**config.mk**
```make
export PLATFORM = sky130hd
export DESIGN_NAME = l2_cache_ctrl
export DESIGN_NICKNAME = d
export VERILOG_FILES = /design/src/rtl/l2_pkg.sv /design/src/rtl/l2_cache_ctrl_sweeper.sv /design/src/rtl/l2_cache_ctrl.sv
export SDC_FILE = /design/constraint.sdc
export NUM_CORES = 1
export LEC_CHECK = 0
export CAP_MARGIN = 20
export CORE_AREA = 10 10 151 153
export DETAILED_ROUTE_END_ITERATION = 10
export DIE_AREA = 0 0 161 163
export GPL_ROUTABILITY_DRIVEN = 0
export HOLD_SLACK_MARGIN = 0.08
export PLACE_DENSITY_LB_ADDON = 0.1
export SYNTH_ARGS = -nofsm -noshare
export SYNTH_HDL_FRONTEND = slang
export SYNTH_SLANG_ARGS = --single-unit
```
**constraint.sdc**
```tcl
create_clock -name CLK -period 26 [get_ports CLK]
set_clock_uncertainty 0.15 [all_clocks]
set_input_delay 5.2 -clock CLK [delete_from_list [all_inputs] [get_ports CLK]]
set_output_delay 5.2 -clock CLK [all_outputs]
set_load 0.005 [all_outputs]
```
**src/rtl/l2_pkg.sv**
```systemverilog
// L2 cache controller shared types and constants.
// Way geometry, sweep bound and controller state encoding.
package l2_pkg;

    localparam int INDEX_W    = 10;
    localparam int ADDR_W     = 26;
    localparam int TAG_W      = ADDR_W - INDEX_W;
    localparam int FLUSH_LAST = (1 << INDEX_W) - 1;

    typedef enum logic [2:0] {
        S_IDLE,
        S_LOOKUP,
        S_CHECK,
        S_MISS_RD,
        S_WR_MEM,
        S_FLUSH
    } l2_state_e;

endpackage

```
**src/rtl/l2_cache_ctrl_sweeper.sv**
```systemverilog
// Invalidate sweep bookkeeping: index counter, busy flag, pending latch.
// done_o pulses while the last index is being issued.
module l2_flush_sweeper #(
    parameter int INDEX_W        = 10,
    parameter bit FLUSH_ON_RESET = 1'b1
) (
    input  logic               CLK,
    input  logic               RST,
    input  logic               flush_req_i,
    input  logic               start_i,
    output logic               busy_o,
    output logic               pending_o,
    output logic               done_o,
    output logic [INDEX_W-1:0] idx_o
);

    localparam logic [INDEX_W-1:0] LAST = '1;

    logic               busy_q, busy_d;
    logic               pend_q, pend_d;
    logic [INDEX_W-1:0] cnt_q, cnt_d;

    assign done_o    = busy_q && (cnt_q == LAST);
    assign busy_o    = busy_q;
    assign pending_o = pend_q;
    assign idx_o     = cnt_q;

    // Count through every index while busy; requests seen mid-sweep are dropped
    always_comb begin
        busy_d = busy_q;
        cnt_d  = cnt_q;
        pend_d = pend_q;
        if (busy_q) begin
            cnt_d = cnt_q + INDEX_W'(1);
            if (done_o) begin
                busy_d = 1'b0;
            end
        end else if (start_i) begin
            busy_d = 1'b1;
        end
        if (start_i) begin
            pend_d = 1'b0;
        end else if (flush_req_i && !busy_q) begin
            pend_d = 1'b1;
        end
    end

    // Sweep state registers
    always_ff @(posedge CLK or posedge RST) begin
        if (RST) begin
            busy_q <= FLUSH_ON_RESET;
            cnt_q  <= '0;
            pend_q <= 1'b0;
        end else begin
            busy_q <= busy_d;
            cnt_q  <= cnt_d;
            pend_q <= pend_d;
        end
    end

endmodule

```
**src/rtl/l2_cache_ctrl.sv**
```systemverilog
// Direct-mapped L2 way sequencer: lookup, read-miss fill, write-through,
// invalidate sweep and arbitration of the single way write port.
module l2_cache_ctrl #(
    parameter int INDEX_W        = l2_pkg::INDEX_W,
    parameter int ADDR_W         = l2_pkg::ADDR_W,
    parameter bit FLUSH_ON_RESET = 1'b1
) (
    input  logic              CLK,
    input  logic              RST,
    input  logic              cpu_req,
    input  logic              cpu_we,
    input  logic [ADDR_W-1:0] cpu_addr,
    input  logic [31:0]       cpu_wdata,
    input  logic [3:0]        cpu_be,
    output logic              cpu_ack,
    output logic [31:0]       cpu_rdata,
    input  logic              flush_req,
    output logic              flush_busy,
    output logic [ADDR_W-1:0] way_rda,
    input  logic [31:0]       way_rdd,
    input  logic              way_rdmatch,
    output logic [ADDR_W-1:0] way_wra,
    output logic [31:0]       way_wrd,
    output logic [3:0]        way_wrm,
    output logic              way_wr,
    output logic              way_clr,
    output logic              mem_req,
    output logic              mem_we,
    output logic [ADDR_W-1:0] mem_addr,
    output logic [31:0]       mem_wdata,
    output logic [3:0]        mem_be,
    input  logic              mem_ack,
    input  logic [31:0]       mem_rdata
);

    import l2_pkg::l2_state_e, l2_pkg::S_IDLE, l2_pkg::S_LOOKUP;
    import l2_pkg::S_CHECK, l2_pkg::S_MISS_RD, l2_pkg::S_WR_MEM;
    import l2_pkg::S_FLUSH;

    localparam int PAD_W = ADDR_W - INDEX_W;

    l2_state_e state_q, state_d;

    logic [ADDR_W-1:0]  addr_q;
    logic               we_q;
    logic [31:0]        wdata_q;
    logic [3:0]         be_q;
    logic               hit_q, hit_d;

    logic               accept, start;
    logic               sw_busy, sw_pend, sw_done;
    logic [INDEX_W-1:0] sw_idx;
    logic [ADDR_W-1:0]  sweep_addr;

    logic               cpu_ack_q, cpu_ack_d;
    logic [31:0]        cpu_rdata_q, cpu_rdata_d;
    logic               mem_req_q, mem_req_d;
    logic               mem_we_q, mem_we_d;
    logic [ADDR_W-1:0]  mem_addr_q, mem_addr_d;
    logic [31:0]        mem_wdata_q, mem_wdata_d;
    logic [3:0]         mem_be_q, mem_be_d;
    logic               way_wr_q, way_wr_d;
    logic               way_clr_q, way_clr_d;
    logic [ADDR_W-1:0]  way_wra_q, way_wra_d;
    logic [31:0]        way_wrd_q, way_wrd_d;
    logic [3:0]         way_wrm_q, way_wrm_d;

    // A pending flush wins over a new request; the ack cycle blocks re-acceptance
    assign start      = (state_q == S_IDLE) && sw_pend;
    assign accept     = (state_q == S_IDLE) && !sw_pend && cpu_req && !cpu_ack_q;
    assign sweep_addr = {{PAD_W{1'b0}}, sw_idx};

    l2_flush_sweeper #(
        .INDEX_W        (INDEX_W),
        .FLUSH_ON_RESET (FLUSH_ON_RESET)
    ) u_sweeper (
        .CLK         (CLK),
        .RST         (RST),
        .flush_req_i (flush_req),
        .start_i     (start),
        .busy_o      (sw_busy),
        .pending_o   (sw_pend),
        .done_o      (sw_done),
        .idx_o       (sw_idx)
    );

    // State register
    always_ff @(posedge CLK or posedge RST) begin
        if (RST) begin
            state_q <= FLUSH_ON_RESET ? S_FLUSH : S_IDLE;
        end else begin
            state_q <= state_d;
        end
    end

    // Next-state logic
    always_comb begin
        state_d = state_q;
        unique case (state_q)
            S_IDLE: begin
                if (sw_pend) begin
                    state_d = S_FLUSH;
                end else if (accept) begin
                    state_d = S_LOOKUP;
                end
            end
            S_LOOKUP: state_d = S_CHECK;
            S_CHECK: begin
                if (we_q) begin
                    state_d = S_WR_MEM;
                end else if (!way_rdmatch) begin
                    state_d = S_MISS_RD;
                end else begin
                    state_d = S_IDLE;
                end
            end
            S_MISS_RD: if (mem_ack) state_d = S_IDLE;
            S_WR_MEM:  if (mem_ack) state_d = S_IDLE;
            S_FLUSH:   if (sw_done) state_d = S_IDLE;
            default:   state_d = S_IDLE;
        endcase
    end

    // Capture the CPU request when it is accepted
    always_ff @(posedge CLK or posedge RST) begin
        if (RST) begin
            addr_q  <= '0;
            we_q    <= 1'b0;
            wdata_q <= '0;
            be_q    <= '0;
            hit_q   <= 1'b0;
        end else begin
            hit_q <= hit_d;
            if (accept) begin
                addr_q  <= cpu_addr;
                we_q    <= cpu_we;
                wdata_q <= cpu_wdata;
                be_q    <= cpu_be;
            end
        end
    end

    // Output logic: next values for every registered strobe and bus
    always_comb begin
        cpu_ack_d   = 1'b0;
        cpu_rdata_d = cpu_rdata_q;
        mem_req_d   = mem_req_q;
        mem_we_d    = mem_we_q;
        mem_addr_d  = mem_addr_q;
        mem_wdata_d = mem_wdata_q;
        mem_be_d    = mem_be_q;
        way_wr_d    = 1'b0;
        way_clr_d   = 1'b0;
        way_wra_d   = accept ? cpu_addr : addr_q;
        way_wrd_d   = way_wrd_q;
        way_wrm_d   = way_wrm_q;
        hit_d       = hit_q;
        unique case (state_q)
            S_CHECK: begin
                if (we_q) begin
                    mem_req_d   = 1'b1;
                    mem_we_d    = 1'b1;
                    mem_addr_d  = addr_q;
                    mem_wdata_d = wdata_q;
                    mem_be_d    = be_q;
                    hit_d       = way_rdmatch;
                end else if (way_rdmatch) begin
                    cpu_ack_d   = 1'b1;
                    cpu_rdata_d = way_rdd;
                end else begin
                    mem_req_d  = 1'b1;
                    mem_we_d   = 1'b0;
                    mem_addr_d = addr_q;
                    mem_be_d   = 4'hF;
                end
            end
            S_MISS_RD: begin
                if (mem_ack) begin
                    mem_req_d   = 1'b0;
                    cpu_ack_d   = 1'b1;
                    cpu_rdata_d = mem_rdata;
                    way_wr_d    = 1'b1;
                    way_wrm_d   = 4'hF;
                    way_wrd_d   = mem_rdata;
                end
            end
            S_WR_MEM: begin
                if (mem_ack) begin
                    mem_req_d = 1'b0;
                    cpu_ack_d = 1'b1;
                    if (hit_q) begin
                        way_wr_d  = 1'b1;
                        way_wrm_d = be_q;
                        way_wrd_d = wdata_q;
                    end
                end
            end
            S_FLUSH: begin
                way_wr_d  = 1'b1;
                way_clr_d = 1'b1;
                way_wrm_d = 4'hF;
                way_wra_d = sweep_addr;
            end
            default: begin
            end
        endcase
    end

    // Output registers; reset drops every strobe immediately
    always_ff @(posedge CLK or posedge RST) begin
        if (RST) begin
            cpu_ack_q   <= 1'b0;
            cpu_rdata_q <= '0;
            mem_req_q   <= 1'b0;
            mem_we_q    <= 1'b0;
            mem_addr_q  <= '0;
            mem_wdata_q <= '0;
            mem_be_q    <= '0;
            way_wr_q    <= 1'b0;
            way_clr_q   <= 1'b0;
            way_wra_q   <= '0;
            way_wrd_q   <= '0;
            way_wrm_q   <= '0;
        end else begin
            cpu_ack_q   <= cpu_ack_d;
            cpu_rdata_q <= cpu_rdata_d;
            mem_req_q   <= mem_req_d;
            mem_we_q    <= mem_we_d;
            mem_addr_q  <= mem_addr_d;
            mem_wdata_q <= mem_wdata_d;
            mem_be_q    <= mem_be_d;
            way_wr_q    <= way_wr_d;
            way_clr_q   <= way_clr_d;
            way_wra_q   <= way_wra_d;
            way_wrd_q   <= way_wrd_d;
            way_wrm_q   <= way_wrm_d;
        end
    end

    assign cpu_ack    = cpu_ack_q;
    assign cpu_rdata  = cpu_rdata_q;
    assign flush_busy = sw_busy;
    assign way_rda    = addr_q;
    assign way_wra    = way_wra_q;
    assign way_wrd    = way_wrd_q;
    assign way_wrm    = way_wrm_q;
    assign way_wr     = way_wr_q;
    assign way_clr    = way_clr_q;
    assign mem_req    = mem_req_q;
    assign mem_we     = mem_we_q;
    assign mem_addr   = mem_addr_q;
    assign mem_wdata  = mem_wdata_q;
    assign mem_be     = mem_be_q;

endmodule

```
==> metrics <==
Async SR Flop Fraction=100.0%; drc violations=0; clk sink count=240; syn_area_per_cell=between 10 and 15 sq um; Peak VDD IR=60.49 uV; maximum clock frequency=0.1396 GHz; Worst EP arrival=7390 ps; Area Growth Syn to Fin=45.29%; CP max stage cell=a22oi_2; Final Hold Vio Count=0; max_slew headroom=41.68%; count of buffers from port buffering=320; final hold slack=327.0 ps; share of cells above drive strength 1=roughly 12%; Mapped Area=between 9000 and 10000 sq um; first-pass GRT wire length=approximately 44000 microns; Psw=164.3 uW; Post-Syn Nets=about 980; worst-path cell chain=clkdlybuf4s50_1 -> and2_1 -> a22oi_2 -> buf_4 -> o21ai_0; dpl hpwl=about 20000 microns; post-route ant nets=0; drt wl/cell=19.48 microns; number of antenna violations at the first check in global routing=2; num rows=52; overall routed net length=approximately 28000 microns; total track usage=about a fifth; Setup crit end kind=register; htree depth=1; Sw Ratio=a little over a fifth; # resized after CTS=0; Max Buffers Root-to-Sink=3; Design Area, Final=around 14000 sq um; register clock-pin slew on the reported worst setup and hold paths=approximately 60 ps; routed vias/inst=between 5 and 6; Yosys reg bits=240; PwrDens=56.37 nW/um^2; CTS tree=yes; Post-synth EDFFs=0; TritonCTS Buffers=26; WS Path Type=input port to register; Die Y-Extent=~160 microns; Flop pwr share=approximately half; DR pass1 iterations=7; nets@finish=approximately 1300; Starting DRT DRC Count=439; Die ar.=around 26000 sq um; initial core utilization=slightly below 50%; crit start category=input port; Primary FF master, synth=dfrtp_1; crit path max fanout=44; hold_buf cts=0; CP peak stage delay=660 ps; Die W=161 microns; area of the core=19910 sq um; Synth Instances=850; setup TNS=0 ps; combinational share of power=between 5 and 6%; final setup vio count=0; Slew @ Worst Pin=between 800 and 900 ps; RSZ-0062 raised after global routing=false; synth warn=0; Placement Cell Area=12970 sq um; Worst-Skew Late Latency=between 500 and 600 ps; LEAKAGE=approximately 6.4 nW; Tcrit/Tclk final=about 28%; MaxCap Viol Count=0; minimum clock period=7165 ps; clk root buf=clkbuf_16; vias in the first global route=7752; status=completed; total gr overflow=0; Max Slew Vio Count=0; most common cell after layout, fill and taps aside=clkdlybuf4s50_1; Via Count=roughly 7400; most frequent cells in the layout=320 x clkdlybuf4s50_1, 248 x nand2_1, 237 x dfrtp_1; clock network power share=roughly 47%; io pins=321; internal power=~620 uW; Seq/Total Area, Yosys=between 60 and 70%; Hold/Removal Path Class=register to register; Post-CTS Setup Repair Bufs=0; Cell variety after synth=42; pin count of the biggest net entering global routing=roughly 160; critical path required time=between 20000 and 30000 ps
sequential cells by signal (all words and copies together) (netlist names), 3 cells and up:
| name | count |
|---|---|
| cpu_rdata | 32 |
| mem_wdata | 32 |
| way_wrd | 32 |
| wdata_q | 32 |
| mem_addr | 26 |
| way_rda | 26 |
| way_wra | 26 |
| u_sweeper.idx_o | 10 |
| be_q | 4 |
| mem_be | 4 |
| way_wrm | 4 |
| state_q | 3 |
per-layer routing:
layer,share of wire [%],global-route usage [%],up-vias
li1,-,-,3467
met1,39,24.45,3572
met2,48,35.08,264
met3,9.3,8.114,64
met4,3.7,7.237,2
met5,0.042,0,-
cells by family after synthesis:
group	after synthesis	share of synthesized area [%]
xor+xnor	9	0.8247
mux	109	12.41
simple gates	335	14.45
buf+inv	55	2.788
compound gates	101	6.532
flops	240	62.87
fa+ha+maj	1	0.1309
stage by stage:
step | utilization (%) | instances | power, mW | setup WS (ps)
5_1_grt | 69.76 | 1453 | 0.8108 | 18600
3_5_place_dp | 65.13 | 1402 | 0.4251 | 18120
6_report | 69.76 | 1453 | 0.7829 | 18840
2_1_floorplan | - | 850 | 0.3954 | 14070
4_1_cts | 69.47 | 1450 | 0.7913 | 18690
3_3_place_gp | 65.13 | 1402 | 0.4247 | 18120
power groups by stage:
| stage | Sequential (mW) | Clock (mW) | Combinational (mW) |
|---|---|---|---|
| floorplan | 0.385 | 0 | 0.0107 |
| global placement | 0.384 | 0 | 0.0404 |
| detailed placement | 0.384 | 0 | 0.0408 |
| CTS | 0.378 | 0.373 | 0.0411 |
| global route | 0.378 | 0.388 | 0.0453 |
| finish | 0.378 | 0.364 | 0.0414 |
final cells by class:
cell class                      count  area (sq um)
Clock buffer                       39         779.5
Tap cell                          270         337.8
Multi-Input combinational cell    555          3296
Clock inverter                      9         85.08
Antenna cell                        1         2.502
Inverter                            4         22.52
Timing Repair Buffer              335          3356
Sequential cell                   240          6010
Fill cell                        1566          6021
path summary, 6_finish.rpt:
| kind | start | to | slack, ps | cells after the start |
|---|---|---|---|---|
| worst max-delay path | mem_ack | way_wrd[7] | 18840 | 5 |
| worst min-delay path | way_wrd[3] | way_wrd[3] | 330 | 2 |
| worst max register to register | state_q[2] | way_wrd[7] | 23430 | 4 |
| worst min register to register | way_wrd[3] | way_wrd[3] | 330 | 2 |
| max in group asynchronous | RST | u_sweeper.busy_o | 19520 | 4 |
| min in group asynchronous | RST | mem_addr[22] | 4970 | 2 |
synth_stat cells (all sizes together) (2+ instances only):
cell type / n / area, sq um
a21oi: 4 / 23.77
inv: 4 / 15.01
buf: 25 / 152.6
mux2i: 33 / 330.3
xor2: 3 / 26.28
nor2: 49 / 183.9
and2: 18 / 112.6
dfstp: 3 / 78.83
mux2: 76 / 855.8
o22a: 8 / 70.07
dfrtp: 237 / 5931
a31oi: 43 / 269.0
a21o: 2 / 15.01
nand2: 248 / 930.9
nor3b: 2 / 26.28
o21ai: 37 / 185.2
nand3: 4 / 20.02
nand2b: 4 / 25.02
clkbuf: 26 / 98.84
nor2b: 2 / 12.51
nand4: 2 / 12.51
xnor2: 6 / 52.55
critical path, delay by kind of cell:
family	cells	cell delay [ps]
buffers and inverters	2	1070
AND/OR/NAND/NOR	1	270
AO/OA/AOI/OAI	2	830
No activity file was read; power rests on OpenSTA's default activity.
